**src/rtl/answer_frame_scheduler_pkg.sv**
```systemverilog
// Shared constants and FSM state type for the answer table frame scheduler.
package answer_frame_scheduler_pkg;

    localparam int unsigned NUM_ADDR  = 18;
    localparam logic [4:0]  PARK_ADDR = 5'd31;
    localparam logic [7:0]  HDR_BYTE  = 8'hA5;

    typedef enum logic [2:0] {
        S_IDLE,
        S_HOST,
        S_HDR,
        S_RD,
        S_SEND,
        S_CSUM,
        S_DONE
    } state_t;

endpackage

```
**src/rtl/answer_frame_scheduler_trigger_timer.sv**
```systemverilog
// Periodic/manual frame trigger with a single pending slot; a trigger that finds
// the slot already occupied is dropped and reported on frame_ovr.
module answer_frame_scheduler_trigger_timer #(
    parameter int unsigned PERIOD = 50000
) (
    input  logic clk,
    input  logic rst,
    input  logic start,
    input  logic auto_en,
    input  logic clr,
    output logic pending,
    output logic frame_ovr
);

    localparam int unsigned TW = $clog2(PERIOD);

    logic [TW-1:0] timer;
    logic          tick;
    logic          trig;

    assign tick = auto_en && (timer == TW'(PERIOD - 1));
    assign trig = start || tick;

    always_ff @(posedge clk or negedge rst) begin
        if (!rst) begin
            timer     <= '0;
            pending   <= 1'b0;
            frame_ovr <= 1'b0;
        end else begin
            if (!auto_en || tick)
                timer <= '0;
            else
                timer <= timer + TW'(1);
            // A trigger coinciding with the slot being consumed refills it rather than overrunning.
            pending   <= (pending && !clr) || trig;
            frame_ovr <= trig && pending && !clr;
        end
    end

endmodule

```
**src/rtl/answer_frame_scheduler.sv**
```systemverilog
// Walks the answer table once per trigger and streams header, data bytes and checksum
// to the UART TX byte interface; also serves single-address host reads from IDLE.
module answer_frame_scheduler #(
    parameter int unsigned       NUM_ADDR  = answer_frame_scheduler_pkg::NUM_ADDR,
    parameter int unsigned       ADDR_W    = 5,
    parameter logic [ADDR_W-1:0] PARK_ADDR = answer_frame_scheduler_pkg::PARK_ADDR,
    parameter int unsigned       RD_LAT    = 2,
    parameter logic [7:0]        HDR_BYTE  = answer_frame_scheduler_pkg::HDR_BYTE,
    parameter int unsigned       PERIOD    = 50000
) (
    input  logic              clk,
    input  logic              rst,
    input  logic              start,
    input  logic              auto_en,
    output logic [ADDR_W-1:0] addr,
    input  logic [7:0]        data_in,
    output logic [7:0]        tx_data,
    output logic              tx_valid,
    input  logic              tx_ready,
    input  logic              host_req,
    input  logic [ADDR_W-1:0] host_addr,
    output logic [7:0]        host_data,
    output logic              host_ack,
    output logic              busy,
    output logic              frame_done,
    output logic              frame_ovr,
    output logic [15:0]       frame_cnt
);

    import answer_frame_scheduler_pkg::*;

    localparam int unsigned       CW   = $clog2(RD_LAT + 1);
    localparam logic [ADDR_W-1:0] LAST = ADDR_W'(NUM_ADDR - 1);

    state_t            state, state_n;
    logic [ADDR_W-1:0] idx, idx_n, addr_n;
    logic [7:0]        sum, sum_n, tx_data_n, host_data_n;
    logic [CW-1:0]     cnt, cnt_n;
    logic [15:0]       frame_cnt_n;
    logic              tx_valid_n, host_ack_n, frame_done_n;
    logic              pending, clr, accept, rd_ready;

    answer_frame_scheduler_trigger_timer #(
        .PERIOD(PERIOD)
    ) u_trigger_timer (
        .clk      (clk),
        .rst      (rst),
        .start    (start),
        .auto_en  (auto_en),
        .clr      (clr),
        .pending  (pending),
        .frame_ovr(frame_ovr)
    );

    assign accept   = tx_valid && tx_ready;
    assign rd_ready = (cnt == CW'(RD_LAT));
    assign busy     = (state != S_IDLE);

    always_comb begin
        state_n      = state;
        idx_n        = idx;
        sum_n        = sum;
        cnt_n        = cnt;
        addr_n       = addr;
        tx_valid_n   = tx_valid;
        tx_data_n    = tx_data;
        host_data_n  = host_data;
        host_ack_n   = 1'b0;
        frame_done_n = 1'b0;
        frame_cnt_n  = frame_cnt;
        clr          = 1'b0;
        case (state)
            S_IDLE: begin
                if (host_req) begin
                    state_n = S_HOST;
                    addr_n  = host_addr;
                    cnt_n   = '0;
                end else if (pending) begin
                    state_n    = S_HDR;
                    clr        = 1'b1;
                    tx_valid_n = 1'b1;
                    tx_data_n  = HDR_BYTE;
                end
            end
            S_HOST: begin
                if (rd_ready) begin
                    host_data_n = data_in;
                    host_ack_n  = 1'b1;
                    addr_n      = PARK_ADDR;
                    state_n     = S_IDLE;
                end else begin
                    cnt_n = cnt + CW'(1);
                end
            end
            S_HDR: begin
                if (accept) begin
                    tx_valid_n = 1'b0;
                    idx_n      = '0;
                    sum_n      = '0;
                    addr_n     = '0;
                    cnt_n      = '0;
                    state_n    = S_RD;
                end
            end
            S_RD: begin
                if (rd_ready) begin
                    tx_valid_n = 1'b1;
                    tx_data_n  = data_in;
                    sum_n      = sum + data_in;
                    state_n    = S_SEND;
                end else begin
                    cnt_n = cnt + CW'(1);
                end
            end
            S_SEND: begin
                if (accept) begin
                    tx_valid_n = 1'b0;
                    if (idx == LAST) begin
                        state_n = S_CSUM;
                    end else begin
                        idx_n   = idx + ADDR_W'(1);
                        addr_n  = idx + ADDR_W'(1);
                        cnt_n   = '0;
                        state_n = S_RD;
                    end
                end
            end
            S_CSUM: begin
                // Entered with tx_valid low so the checksum never follows the last byte back-to-back.
                if (!tx_valid) begin
                    tx_valid_n = 1'b1;
                    tx_data_n  = sum;
                end else if (accept) begin
                    tx_valid_n = 1'b0;
                    state_n    = S_DONE;
                end
            end
            S_DONE: begin
                addr_n       = PARK_ADDR;
                frame_done_n = 1'b1;
                frame_cnt_n  = frame_cnt + 16'd1;
                state_n      = S_IDLE;
            end
            default: state_n = S_IDLE;
        endcase
    end

    always_ff @(posedge clk or negedge rst) begin
        if (!rst) begin
            state      <= S_IDLE;
            idx        <= '0;
            sum        <= '0;
            cnt        <= '0;
            addr       <= PARK_ADDR;
            tx_valid   <= 1'b0;
            tx_data    <= '0;
            host_data  <= '0;
            host_ack   <= 1'b0;
            frame_done <= 1'b0;
            frame_cnt  <= '0;
        end else begin
            state      <= state_n;
            idx        <= idx_n;
            sum        <= sum_n;
            cnt        <= cnt_n;
            addr       <= addr_n;
            tx_valid   <= tx_valid_n;
            tx_data    <= tx_data_n;
            host_data  <= host_data_n;
            host_ack   <= host_ack_n;
            frame_done <= frame_done_n;
            frame_cnt  <= frame_cnt_n;
        end
    end

endmodule

```
**config.mk**
```make
export PLATFORM = sky130hd
export DESIGN_NAME = answer_frame_scheduler
export DESIGN_NICKNAME = d
export VERILOG_FILES = /design/src/rtl/answer_frame_scheduler_pkg.sv /design/src/rtl/answer_frame_scheduler_trigger_timer.sv /design/src/rtl/answer_frame_scheduler.sv
export SDC_FILE = /design/constraint.sdc
export NUM_CORES = 1
export LEC_CHECK = 0
export ABC_AREA = 1
export ABC_CLOCK_PERIOD_IN_PS = 2400
export CAP_MARGIN = 10
export CORE_UTILIZATION = 57
export CTS_BUF_LIST = sky130_fd_sc_hd__clkbuf_8
export CTS_CLUSTER_SIZE = 8
export DETAILED_ROUTE_END_ITERATION = 16
export PLACE_DENSITY = 0.83
export SETUP_SLACK_MARGIN = 0.4
export SYNTH_ARGS = -nofsm -noshare
export SYNTH_HDL_FRONTEND = slang
export SYNTH_SLANG_ARGS = --single-unit
```
**constraint.sdc**
```tcl
create_clock -name clk -period 2.4 [get_ports clk]
set_clock_uncertainty 0.2 [all_clocks]
set_input_delay 0.6 -clock clk [delete_from_list [all_inputs] [get_ports clk]]
set_output_delay 0.6 -clock clk [all_outputs]
set_load 0.05 [all_outputs]
```
Word level (Yosys, flattened, before mapping) --
Index checks and enable logic that the tools add are counted.
Operators by class: $add $sub $neg 5, div/mod/pow operators 0, shift-type cells 0, reductions and logical operators 28, order comparisons 0, $mul 0, mux-type cells 45, equal/unequal tests 23, bitwise operators 0
Operator list (count):
- $mux 8 | 6
- $add 16x1->16 const B | 2
- $mux 3 | 9
- $mux 5 | 5
- $pmux 5 s5 | 1
- $pmux 8 s3 | 1
- $ne 2x2->1 const B | 11
- $pmux 3 s6 | 1
- $eq 16x16->1 const B | 1
- $mux 16 | 1
- $pmux 8 s2 | 1
- $mux 1 | 12
- $reduce_and 6->1 | 2
- $mux 2 | 5
- $pmux 5 s2 | 1
- $reduce_and 5->1 | 2
- $eq 3x3->1 const B | 3
- $add 8x8->8 | 1
- $pmux 2 s4 | 1
- $reduce_bool 4->1 | 2
- $reduce_and 7->1 | 1
- $eq 3x2->1 const B | 2
- $reduce_bool 3->1 | 2
- $add 5x1->5 const B | 1
- 17 further kinds | 27
Storage, ports and cells: word-level logic and storage cells 115, memories 0, latch bits 0, RAM bits 0, bits in read-only memories 0, bits in registers 76, output and inout port bits 42

Logic depth before layout (Yosys ltp) --
Gate-level depths: netlist (run 1).
depth after elaboration 6, gate-level depth with buffers 10

Modules after synthesis --
A second synthesis (run 1) with hierarchy kept.
Second synthesis, totals: cell total of the unflattened synthesis 618, area, all modules 4573.1 µm²
Modules (own cells, without submodules):
- answer_frame_scheduler | area each 3582.2 µm², times used 1, sequential area each 1457.6 µm², cells each 491
- answer_frame_scheduler_trigger_timer | area each 991.0 µm², times used 1, sequential area each 450.4 µm², cells each 127

Worst setup path before layout (run 1) --
OpenSTA, ideal clock, no wires.
kind register to register, start register state[1], end register tx_data[5], required time 2.080 ns, path buffers 2, clock period less this slack 1.909 ns, data arrival time 1.589 ns, stages on the path, launching flop included 9, path slack 0.491 ns, path through dfrtp_1 buf_4 nor2_4 nand2_1 nand3_4 nand2_4 buf_6 nand2_1 o21ai_2
On the way: cells in the longest elaborated chain, start to end 3, elaborated cells between the ends (all ways) 10, those cells by class 6 x eq/ne; 1 x mux; 3 x reduce/logical
RTL lines:
- start, declared | RTL line answer_frame_scheduler.sv:35 | state_t state, state_n;
- start signal, assigned | RTL line answer_frame_scheduler.sv:162 | state <= state_n;
- $eq 3x2->1 (tied with other cells) | RTL line answer_frame_scheduler.sv:72 | case (state)
- $ne 2x2->1 (no line) (tied with other cells)
- $reduce_and 5->1 (no line)
- end signal, assigned | RTL line answer_frame_scheduler.sv:168 | tx_data <= tx_data_n;
- end, declared | RTL line answer_frame_scheduler.sv:17 | output logic [7:0] tx_data,
Parallel ways exist; a longest one is shown, timed or not. A chain may end at the register's enable or synchronous reset.

Worst setup path after layout (run 1) --
start register frame_cnt[9], end output port frame_cnt[9]
RTL lines:
- start, declared | RTL line answer_frame_scheduler.sv:27 | output logic [15:0] frame_cnt
- start signal, assigned | RTL line answer_frame_scheduler.sv:172 | frame_cnt <= frame_cnt_n;
No word-level cell between the ends.

==> impl_table.tex, run 1 <==
\begin{tabular}{lr}
\hline
Metric & Value \\
\hline
\multicolumn{2}{l}{\textbf{Run status}} \\
\quad Result of the run & completed \\
\multicolumn{2}{l}{\textbf{STA}} \\
\quad Max-slew violations & 0 \\
\quad Period Utilization, post-route & 0.8200 \\
\quad Worst-margin pin slew & a little under 0.5 ns \\
\quad Unrepaired setup endpoints after global routing & no \\
\quad Remaining max-slew budget at the tightest pin & 0.6757 \\
\quad Post-route setup TNS & 0 ns \\
\quad Clock period minus final worst setup slack & $\sim$2.0 ns \\
\quad Final setup violation count & 0 \\
\quad Achievable frequency & about 510 MHz \\
\quad Number of hold-slack violations in the final timing report & 0 \\
\multicolumn{2}{l}{\textbf{Clock network}} \\
\quad Clock-pin slew reported for the worst setup and hold paths after clock tree synthesis & 0.08 ns \\
\quad Clock root buffer & sky130\_fd\_sc\_hd\_\_clkbuf\_8 \\
\quad Number of buffers created by CTS & 9 \\
\quad Deepest clock path buffer count & 2 \\
\quad H-tree levels & 3 \\
\quad Sinks on Clock Net & 76 \\
\quad Clock latency on the worst-skew pair & 0.35 ns \\
\quad CTS tree & done \\
\multicolumn{2}{l}{\textbf{Final layout}} \\
\quad \# fillers & 559 \\
\quad Area occupied by multi-input gates & around 2200 sq um \\
\quad Layout Cell Area excl Fill & about 5400 sq um \\
\quad Final standard cell utilization of the core & 0.7319 \\
\quad Area growth from synthesis to layout & 23.32\% \\
\quad Count of inserted antenna diode cells & 0 \\
\quad Nets@finish & a little under 700 \\
\quad Final cell count without fillers & between 700 and 800 \\
\quad Area used by sequential logic in the layout & between 1500 and 2000 sq um \\
\quad Layout cells sized above 1 & 0.1811 \\
\multicolumn{2}{l}{\textbf{Synth}} \\
\quad Yosys warning count & 0 \\
\quad Synth cell types & 32 \\
\quad Number of synthesized register bits & 76 \\
\quad Avg Cell Area, Syn & approximately 7.4 sq um \\
\quad Combined area of all synthesized cells & 4350 sq um \\
\quad Instance count of the mapped netlist & between 500 and 600 \\
\quad Post-synthesis sequential area ratio & 0.4386 \\
\quad Net count after synthesis & 616 \\
\multicolumn{2}{l}{\textbf{Worst setup path}} \\
\quad Setup slack of the worst register-to-register path & approximately 0.56 ns \\
\quad Arrival time at the worst endpoint & between 1 and 1.5 ns \\
\quad Crit-path leading delay family & flip-flops \\
\quad Cell at the slowest stage of the critical path & sky130\_fd\_sc\_hd\_\_dfrtp\_1 \\
\quad Crit start category & flip-flop \\
\quad Setup crit start & frame\_cnt[9] \\
\quad Reg-to-reg startpoint & state[0] \\
\quad Max stage delay on crit path & approximately 0.42 ns \\
\quad Setup crit end kind & output pin \\
\quad Count of buffering cells on the critical path with inverters included & 1 \\
\quad Worst path cell trace & clkdlybuf4s18\_2 \\
\quad Type of the worst setup path & flip-flop to output pin \\
\quad Required time of the critical path & 1.60 ns \\
\quad Worst-path maximum fanout & 4 \\
\multicolumn{2}{l}{\textbf{Detailed routing}} \\
\quad Via-per-instance ratio & between 5 and 6 \\
\quad Residual antenna-violating net count after detailed routing & 0 \\
\quad DRC Markers & 0 \\
\quad Detailed-routing iteration count for the pre-antenna-repair pass & 4 \\
\quad Aggregate routed wire length & 9815 um \\
\quad Wire per inst & 12.80 um \\
\quad Iteration-0 DRC Markers & approximately 260 \\
\quad Total number of vias & a little under 4k \\
\multicolumn{2}{l}{\textbf{Die}} \\
\quad Floorplan die area & 7986 sq um \\
\quad DIE WIDTH & $\sim$89 um \\
\quad Starting Density & 0.5934 \\
\quad Core box area & 7331 sq um \\
\quad Vertical die dimension & 89.37 um \\
\quad Total number of placement rows & 31 \\
\quad Boundary Pins & 61 \\
\multicolumn{2}{l}{\textbf{Place}} \\
\quad Half-perimeter wire length after placement & $\sim$7200 um \\
\quad Placed cells & approximately 740 \\
\quad Weighted congestion at the end of routability-driven global placement & 0.8691 \\
\quad Area post-placement & 5077 sq um \\
\quad Port Buffers & 60 \\
\multicolumn{2}{l}{\textbf{Global route}} \\
\quad Antenna violations before repair & 0 \\
\quad Maximum number of pins on one net before global-route repair & 38 \\
\quad Overall overflow remaining after global route & 0 \\
\quad Overall global routing resource usage & 0.2617 \\
\quad Vias in the first global route & between 3k and 4k \\
\quad Wire length of the first global-routing pass & between 15,000 and 20,000 um \\
\multicolumn{2}{l}{\textbf{Power}} \\
\quad Ratio of total power to cell area & around 440 nW/um\^{}2 \\
\quad IR drop worst, VDD & between 0.0003 and 0.0004 V \\
\quad Leak Pwr & around 0.0027 uW \\
\multicolumn{2}{l}{\textbf{Min path}} \\
\quad Min-Delay Path Class & flip-flop to flip-flop \\
\quad Start point of the worst hold path & addr[0] \\
\multicolumn{2}{l}{\textbf{Flow run}} \\
\quad Maximum capacitance violations & 0 \\
\hline
\end{tabular}
## cell usage in the layout (no fill, tap or decap), types with 8 or more instances in the layout
cell type / count
sky130_fd_sc_hd__nand2_1: 206
sky130_fd_sc_hd__clkdlybuf4s50_1: 14
sky130_fd_sc_hd__inv_2: 8
sky130_fd_sc_hd__nor2_1: 68
sky130_fd_sc_hd__o21ai_0: 18
sky130_fd_sc_hd__ha_1: 9
sky130_fd_sc_hd__buf_4: 21
sky130_fd_sc_hd__clkdlybuf4s15_2: 22
sky130_fd_sc_hd__nand3_1: 48
sky130_fd_sc_hd__inv_1: 65
sky130_fd_sc_hd__nand4_1: 10
sky130_fd_sc_hd__o21ai_2: 8
sky130_fd_sc_hd__xor2_1: 9
sky130_fd_sc_hd__xnor2_1: 8
sky130_fd_sc_hd__dfrtp_1: 68
sky130_fd_sc_hd__clkbuf_8: 9
## metal layers
| layer | part of all wire | up-vias | routed length (um) | global-route usage |
|---|---|---|---|---|
| li1 | - | 1988 | - | - |
| met5 | 0 | - | 0 | 0 |
| met3 | 0.047 | 19 | 465 | 0.05171 |
| met2 | 0.50 | 101 | 4899 | 0.4434 |
| met4 | 0.021 | 0 | 208 | 0.1039 |
| met1 | 0.43 | 1860 | 4241 | 0.3302 |
## flip-flops by register name, summed over array words and instances, names as in the netlist
name / cells
idx: 5
u_trigger_timer.pending: 1
frame_cnt: 16
sum: 8
cnt: 2
u_trigger_timer.timer: 16
tx_data: 8
u_trigger_timer.frame_ovr: 1
host_ack: 1
frame_done: 1
tx_valid: 1
addr: 5
state: 3
host_data: 8
## metrics by stage
stage               hold WS [ns]  total power (uW)  worst slack, ns
floorplan                 0.1044              1351           0.4914
global placement          0.2459              1427        -0.007738
detailed placement        0.2615              1429         -0.08080
CTS                       0.2717              2354           0.2490
global route              0.2824              2427           0.4002
finish                    0.2672              2343           0.4321
## cell families (layout without fill, tap and decap cells)
logic type                 Yosys count  count (layout)  synth area share
buffers and inverters               77             161           0.07305
adders and majority gates           13              13           0.03911
AOI/OAI and AO/OA                   44              44           0.06040
DFF                                 76              76            0.4386
xor gates and xnor gates            17              17           0.03423
and+or+nand+nor                    357             357            0.3546
## timing repair
item,CTS,global route
hold endpoints to repair,22,0
gates resized for setup,99,26
setup endpoints to repair,37,24
buffers inserted,3,3
hold buffers,1,0
pin swaps,2,2
## cell type report
cell class,count,area share
Tap cell,99,0.02309
Multi-Input combinational cell,431,0.4056
Clock buffer,9,0.02309
Clock inverter,7,0.01166
Sequential cell,76,0.3563
Timing Repair Buffer,74,0.1304
Inverter,71,0.04991
## cells in the mapped netlist (all sizes together)
cell type  instances  area, sq um
o21ai             32        190.2
xor2               9        78.83
nand4             11        83.83
o21bai             4        30.03
dfrtp             71         1777
clkinv             1        5.000
buf                5        46.29
clkbuf             1        3.750
nand3b             1        7.510
nor3               2        10.01
nor2              78        337.8
nand2            214        825.8
inv               70        262.8
xnor2              8        70.07
fa                 1        20.02
dfstp              5        131.4
a21oi              6        30.03
ha                12        150.1
o22ai              2        12.51
nand3             51        277.8
## final timing paths
check | to | depth (start not counted)
min in group asynchronous | u_trigger_timer.timer[0] | 2
worst max register to register | addr[3] | 10
worst min-delay path | addr[0] | 2
max in group asynchronous | addr[0] | 3
worst max-delay path | frame_cnt[9] | 1
worst min register to register | addr[0] | 2
## report_power, final
group          internal, uW  total (uW)  switching (uW)
registers              1280        1290            3.13
clock network           469         938             468
logic                  50.5         118            67.4
Note: power is estimated with default switching activity, not from simulation.
==> run 2: changes to the inputs <==
Settings changed: ABC_CLOCK_PERIOD_IN_PS 2400 to 1600, CORE_UTILIZATION 57 to 51, PLACE_DENSITY 0.83 to 0.78.
Clock period 2.4 ns to 1.6 ns, I/O delays scaled along.
==> run 2 against run 1 <==
Against the previous run:
- the flow now stops in 5_1_grt
- synthesized area did not move
- synthesized cell count did not move
==> impl_table.tex, run 2 <==
\begin{tabular}{lr}
\hline
Metric & Value \\
\hline
\multicolumn{2}{l}{\textbf{Clock network}} \\
\quad Deepest clock path buffer count & 2 \\
\quad Sinks on Clock Net & between 70 and 80 \\
\quad Clock root buffer & sky130\_fd\_sc\_hd\_\_clkbuf\_8 \\
\quad H-tree levels & 3 \\
\quad Number of buffers created by CTS & 9 \\
\multicolumn{2}{l}{\textbf{Synth}} \\
\quad Share of async-settable or async-resettable flops after synthesis & 1.000 \\
\quad Number of synthesized register bits & 76 \\
\quad Cell types with the highest counts after synthesis & 207 x sky130\_fd\_sc\_hd\_\_nand2\_1, 71 x sky130\_fd\_sc\_hd\_\_dfrtp\_1, 70 x sky130\_fd\_sc\_hd\_\_nor2\_1 \\
\quad Dominant cell by count in the synthesized netlist & sky130\_fd\_sc\_hd\_\_nand2\_1 \\
\quad Synth top area share & 0.4084 \\
\quad Synth cell types & 32 \\
\quad Avg Cell Area, Syn & 7.449 sq um \\
\quad Instance count of the mapped netlist & 584 \\
\quad Yosys warning count & 0 \\
\quad Largest cells by area after synthesis & sky130\_fd\_sc\_hd\_\_dfrtp\_1 41\%, sky130\_fd\_sc\_hd\_\_nand2\_1 18\%, sky130\_fd\_sc\_hd\_\_nor2\_1 6.0\% \\
\quad Combined area of all synthesized cells & 4350 sq um \\
\quad Net count after synthesis & between 600 and 700 \\
\quad Number of enable flip-flop cells after synthesis & 0 \\
\quad Post-synthesis sequential area ratio & 0.4386 \\
\quad Dominant cell type by area after synthesis & sky130\_fd\_sc\_hd\_\_dfrtp\_1 \\
\quad Predominant post-synthesis flop cell & sky130\_fd\_sc\_hd\_\_dfrtp\_1 \\
\multicolumn{2}{l}{\textbf{Die}} \\
\quad DIE WIDTH & between 90 and 100 um \\
\quad Starting Density & 0.5295 \\
\quad Vertical die dimension & between 90 and 100 um \\
\quad Boundary Pins & around 60 \\
\quad Total number of placement rows & 33 \\
\multicolumn{2}{l}{\textbf{Global route}} \\
\quad Overall overflow remaining after global route & between 300 and 400 \\
\quad Maximum number of pins on one net before global-route repair & 20 \\
\quad Overall global routing resource usage & 0.8693 \\
\multicolumn{2}{l}{\textbf{Run status}} \\
\quad Stage where the flow stopped & 5\_1\_grt \\
\quad Stop Error & [ERROR GRT-0232] Routing congestion too high. Check the congestion heatmap in the GUI. \\
\quad Result of the run & stopped before the end \\
\multicolumn{2}{l}{\textbf{Place}} \\
\quad Weighted congestion at the end of routability-driven global placement & 0.9409 \\
\quad Half-perimeter wire length after placement & around 8100 um \\
\quad Port Buffers & 60 \\
\quad Area post-placement & approximately 6100 sq um \\
\quad Setup slack at placement & -0.6145 ns \\
\multicolumn{2}{l}{\textbf{STA}} \\
\quad Worst endpoint type & primary output \\
\quad Worst endpoint left by the global-route repair\_timing run & busy \\
\hline
\end{tabular}
## run 2: cells by family after synthesis
kind of cell	count (synthesis)	share of synthesized area
AO/OA/AOI/OAI	44	0.06040
XOR/XNOR	17	0.03423
buffers and inverters	77	0.07305
adder cells (fa/ha/maj)	13	0.03911
flip-flops	76	0.4386
AND/OR/NAND/NOR	357	0.3546
## run 2: metal layers
| layer | track usage | GRT overflow |
|---|---|---|
| met1 | 0.8131 | 0 |
| met2 | 1.137 | 280 |
| met3 | 0.6055 | 4 |
| met4 | 1.036 | 103 |
| met5 | 0.04762 | 0 |
## run 2: per-stage QoR
stage	instances	hold WS, ns	utilization
floorplan	584	-0.09559	-
global placement	798	0.1051	0.7481
detailed placement	798	0.1098	0.7481
CTS	870	-0.2695	0.8961
## run 2: repair_timing
action	in CTS
gates resized for setup	142
gates cloned	3
buffers inserted	53
endpoints found under the hold margin	15
pin swaps	63
setup endpoints to repair	118
==> run 3: changes to the inputs <==
Settings changed: ABC_CLOCK_PERIOD_IN_PS 1600 to 2100, CORE_UTILIZATION 51 to 40, CTS_BUF_LIST sky130_fd_sc_hd__clkbuf_8 to not set, CTS_CLUSTER_SIZE 8 to not set, PLACE_DENSITY 0.78 to not set, PLACE_DENSITY_LB_ADDON set to 0.15, SETUP_SLACK_MARGIN 0.4 to not set.
Clock period 1.6 ns to 2.1 ns, I/O delays scaled along.
==> run 3 against run 2 <==
Against the previous run:
- the run now ends clean
==> impl_table.tex, run 3 (same netlist as run 1, synthesis figures left out) <==
\begin{tabular}{lr}
\hline
Metric & Value \\
\hline
\multicolumn{2}{l}{\textbf{STA}} \\
\quad Final setup violation count & 0 \\
\quad Hold Worst Slack & around 0.26 ns \\
\quad Max-slew violations & 0 \\
\quad Period Utilization, post-route & 0.9547 \\
\quad Clock period minus final worst setup slack & around 2 ns \\
\quad Achievable frequency & around 500 MHz \\
\quad Remaining max-slew budget at the tightest pin & 0.7334 \\
\quad Number of hold-slack violations in the final timing report & 0 \\
\quad Post-route setup TNS & 0 ns \\
\quad Worst-margin pin slew & between 0.3 and 0.4 ns \\
\quad Unrepaired setup endpoints after global routing & no \\
\multicolumn{2}{l}{\textbf{Power}} \\
\quad Net switching power figure & 659.7 uW \\
\quad Ratio of total power to cell area & approximately 500 nW/um\^{}2 \\
\quad Share of power burned in combinational logic & 0.053 \\
\quad Internal Dissipation & about 2100 uW \\
\quad IR drop worst, VDD & 0.0003134 V \\
\quad Leak Pwr & approximately 0.0028 uW \\
\quad Register share of total power & 0.534 \\
\quad Fraction of power spent switching nets & 0.2395 \\
\quad Portion of total power attributed to the clock network & 0.413 \\
\multicolumn{2}{l}{\textbf{Die}} \\
\quad Floorplan die area & between 10,000 and 15,000 sq um \\
\quad DIE WIDTH & around 110 um \\
\quad Starting Density & 0.4177 \\
\quad Core box area & $\sim$10,000 sq um \\
\quad Boundary Pins & 61 \\
\quad Total number of placement rows & 37 \\
\quad Vertical die dimension & $\sim$110 um \\
\multicolumn{2}{l}{\textbf{Detailed routing}} \\
\quad Aggregate routed wire length & roughly 9800 um \\
\quad Detailed-routing iteration count for the pre-antenna-repair pass & 5 \\
\quad Total number of vias & roughly 3.9k \\
\quad Wire per inst & approximately 12 um \\
\quad Iteration-0 DRC Markers & 192 \\
\quad Residual antenna-violating net count after detailed routing & 0 \\
\quad Via-per-instance ratio & 4.786 \\
\quad DRC Markers & 0 \\
\multicolumn{2}{l}{\textbf{Worst setup path}} \\
\quad Count of buffering cells on the critical path with inverters included & 1 \\
\quad Setup crit end kind & output pin \\
\quad Worst path cell trace & nor2\_4 -> nand2\_2 -> buf\_12 \\
\quad Crit-path leading delay family & flip-flops \\
\quad Worst-path maximum fanout & 6 \\
\quad Max stage delay on crit path & approximately 0.48 ns \\
\quad Cell at the slowest stage of the critical path & sky130\_fd\_sc\_hd\_\_dfrtp\_2 \\
\quad Crit start category & flip-flop \\
\quad Arrival time at the worst endpoint & 1.28 ns \\
\quad Required time of the critical path & about 1.4 ns \\
\quad Type of the worst setup path & flip-flop to output pin \\
\multicolumn{2}{l}{\textbf{Final layout}} \\
\quad Commonest non-fill, non-tap cells in the layout & 206 x sky130\_fd\_sc\_hd\_\_nand2\_1, 70 x sky130\_fd\_sc\_hd\_\_nor2\_1, 68 x sky130\_fd\_sc\_hd\_\_dfrtp\_1 \\
\quad Area used by sequential logic in the layout & roughly 1900 sq um \\
\quad Layout Cell Area excl Fill & around 5500 sq um \\
\quad Final cell count without fillers & 818 \\
\quad Count of inserted antenna diode cells & 0 \\
\quad Leading cell type in the layout, fill and taps excluded & sky130\_fd\_sc\_hd\_\_nand2\_1 \\
\quad Nets@finish & between 700 and 800 \\
\quad Layout cells sized above 1 & 0.1906 \\
\quad \# fillers & 1,028 \\
\quad Largest regs & frame\_cnt: 16 flops, u\_trigger\_timer.timer: 16 flops \\
\quad Area growth from synthesis to layout & 26.34\% \\
\quad Final standard cell utilization of the core & 0.5277 \\
\quad Area occupied by multi-input gates & roughly 2100 sq um \\
\multicolumn{2}{l}{\textbf{Place}} \\
\quad Port Buffers & 60 \\
\quad Weighted congestion at the end of routability-driven global placement & 0.8400 \\
\quad Placed cells & $\sim$800 \\
\quad Half-perimeter wire length after placement & about 7500 um \\
\quad Area post-placement & around 5200 sq um \\
\multicolumn{2}{l}{\textbf{Flow run}} \\
\quad Maximum capacitance violations & 0 \\
\multicolumn{2}{l}{\textbf{Global route}} \\
\quad Vias in the first global route & 3,672 \\
\quad Wire length of the first global-routing pass & 17,020 um \\
\quad Antenna violations before repair & 0 \\
\quad Overall overflow remaining after global route & 0 \\
\quad Maximum number of pins on one net before global-route repair & 45 \\
\quad Overall global routing resource usage & 0.1880 \\
\multicolumn{2}{l}{\textbf{Clock network}} \\
\quad CTS tree & done \\
\quad Clock root buffer & sky130\_fd\_sc\_hd\_\_clkbuf\_8 \\
\quad Number of buffers created by CTS & 9 \\
\quad Sinks on Clock Net & 76 \\
\quad Clock-pin slew reported for the worst setup and hold paths after clock tree synthesis & 0.08 ns \\
\quad Deepest clock path buffer count & 2 \\
\quad H-tree levels & 3 \\
\quad Clock latency on the worst-skew pair & between 0.3 and 0.4 ns \\
\multicolumn{2}{l}{\textbf{Run status}} \\
\quad Result of the run & completed \\
\multicolumn{2}{l}{\textbf{Min path}} \\
\quad Min-Delay Path Class & flip-flop to flip-flop \\
\hline
\end{tabular}
[run 3: timing repair]
item,4_1_cts,5_1_grt
gates resized for setup,3,2
setup buffers,0,7
endpoints found under the setup margin,1,3
hold endpoints to repair,14,0
hold buffers,1,0
[run 3: path summary, 6_finish.rpt]
path	startpoint	cells past startpoint	slack, ns	to
setup / recovery	state[0]	3	0.1	busy
hold / removal	u_trigger_timer.timer[0]	1	0.26	u_trigger_timer.timer[0]
setup reg to reg	state[2]	8	0.26	host_data[1]
hold reg to reg	u_trigger_timer.timer[0]	1	0.26	u_trigger_timer.timer[0]
max in group asynchronous	rst	3	0.76	addr[1]
min in group asynchronous	rst	2	0.37	tx_data[3]
[run 3: power groups by stage]
stage	clock network, uW	registers, uW	logic, uW
4_1_cts	1180	1470	148
6_report	1140	1470	145
3_5_place_dp	0	1500	147
2_1_floorplan	0	1500	40.6
3_3_place_gp	0	1500	145
5_1_grt	1240	1470	163
[run 3: cell type report]
cell class	count	area share
Timing Repair Buffer	88	0.1489
Clock inverter	6	0.01298
Sequential cell	76	0.3478
Inverter	71	0.04871
Multi-Input combinational cell	431	0.3874
Clock buffer	10	0.02322
Tap cell	136	0.03096
[run 3: metal layers]
layer / global-route usage / wire [um] / share of wire / vias up
li1: - / - / - / 2020
met1: 0.2529 / 4820 / 0.49 / 1815
met2: 0.3080 / 4514 / 0.46 / 70
met3: 0.02820 / 342 / 0.035 / 10
met4: 0.06548 / 110 / 0.011 / 0
met5: 0 / 0 / 0 / -
[run 3: per-stage QoR]
step | power, uW | setup WS, ns
6_report | 2754 | 0.09522
5_1_grt | 2873 | 0.003062
3_5_place_dp | 1647 | -0.2831
2_1_floorplan | 1544 | 0.1914
4_1_cts | 2803 | 0.01876
3_3_place_gp | 1645 | -0.2192
==> run 4: changes to the inputs <==
Settings changed: CAP_MARGIN 10 to 30.
==> results of run 4 <==
Final layout, timing and power as in run 3 (identical DEF).
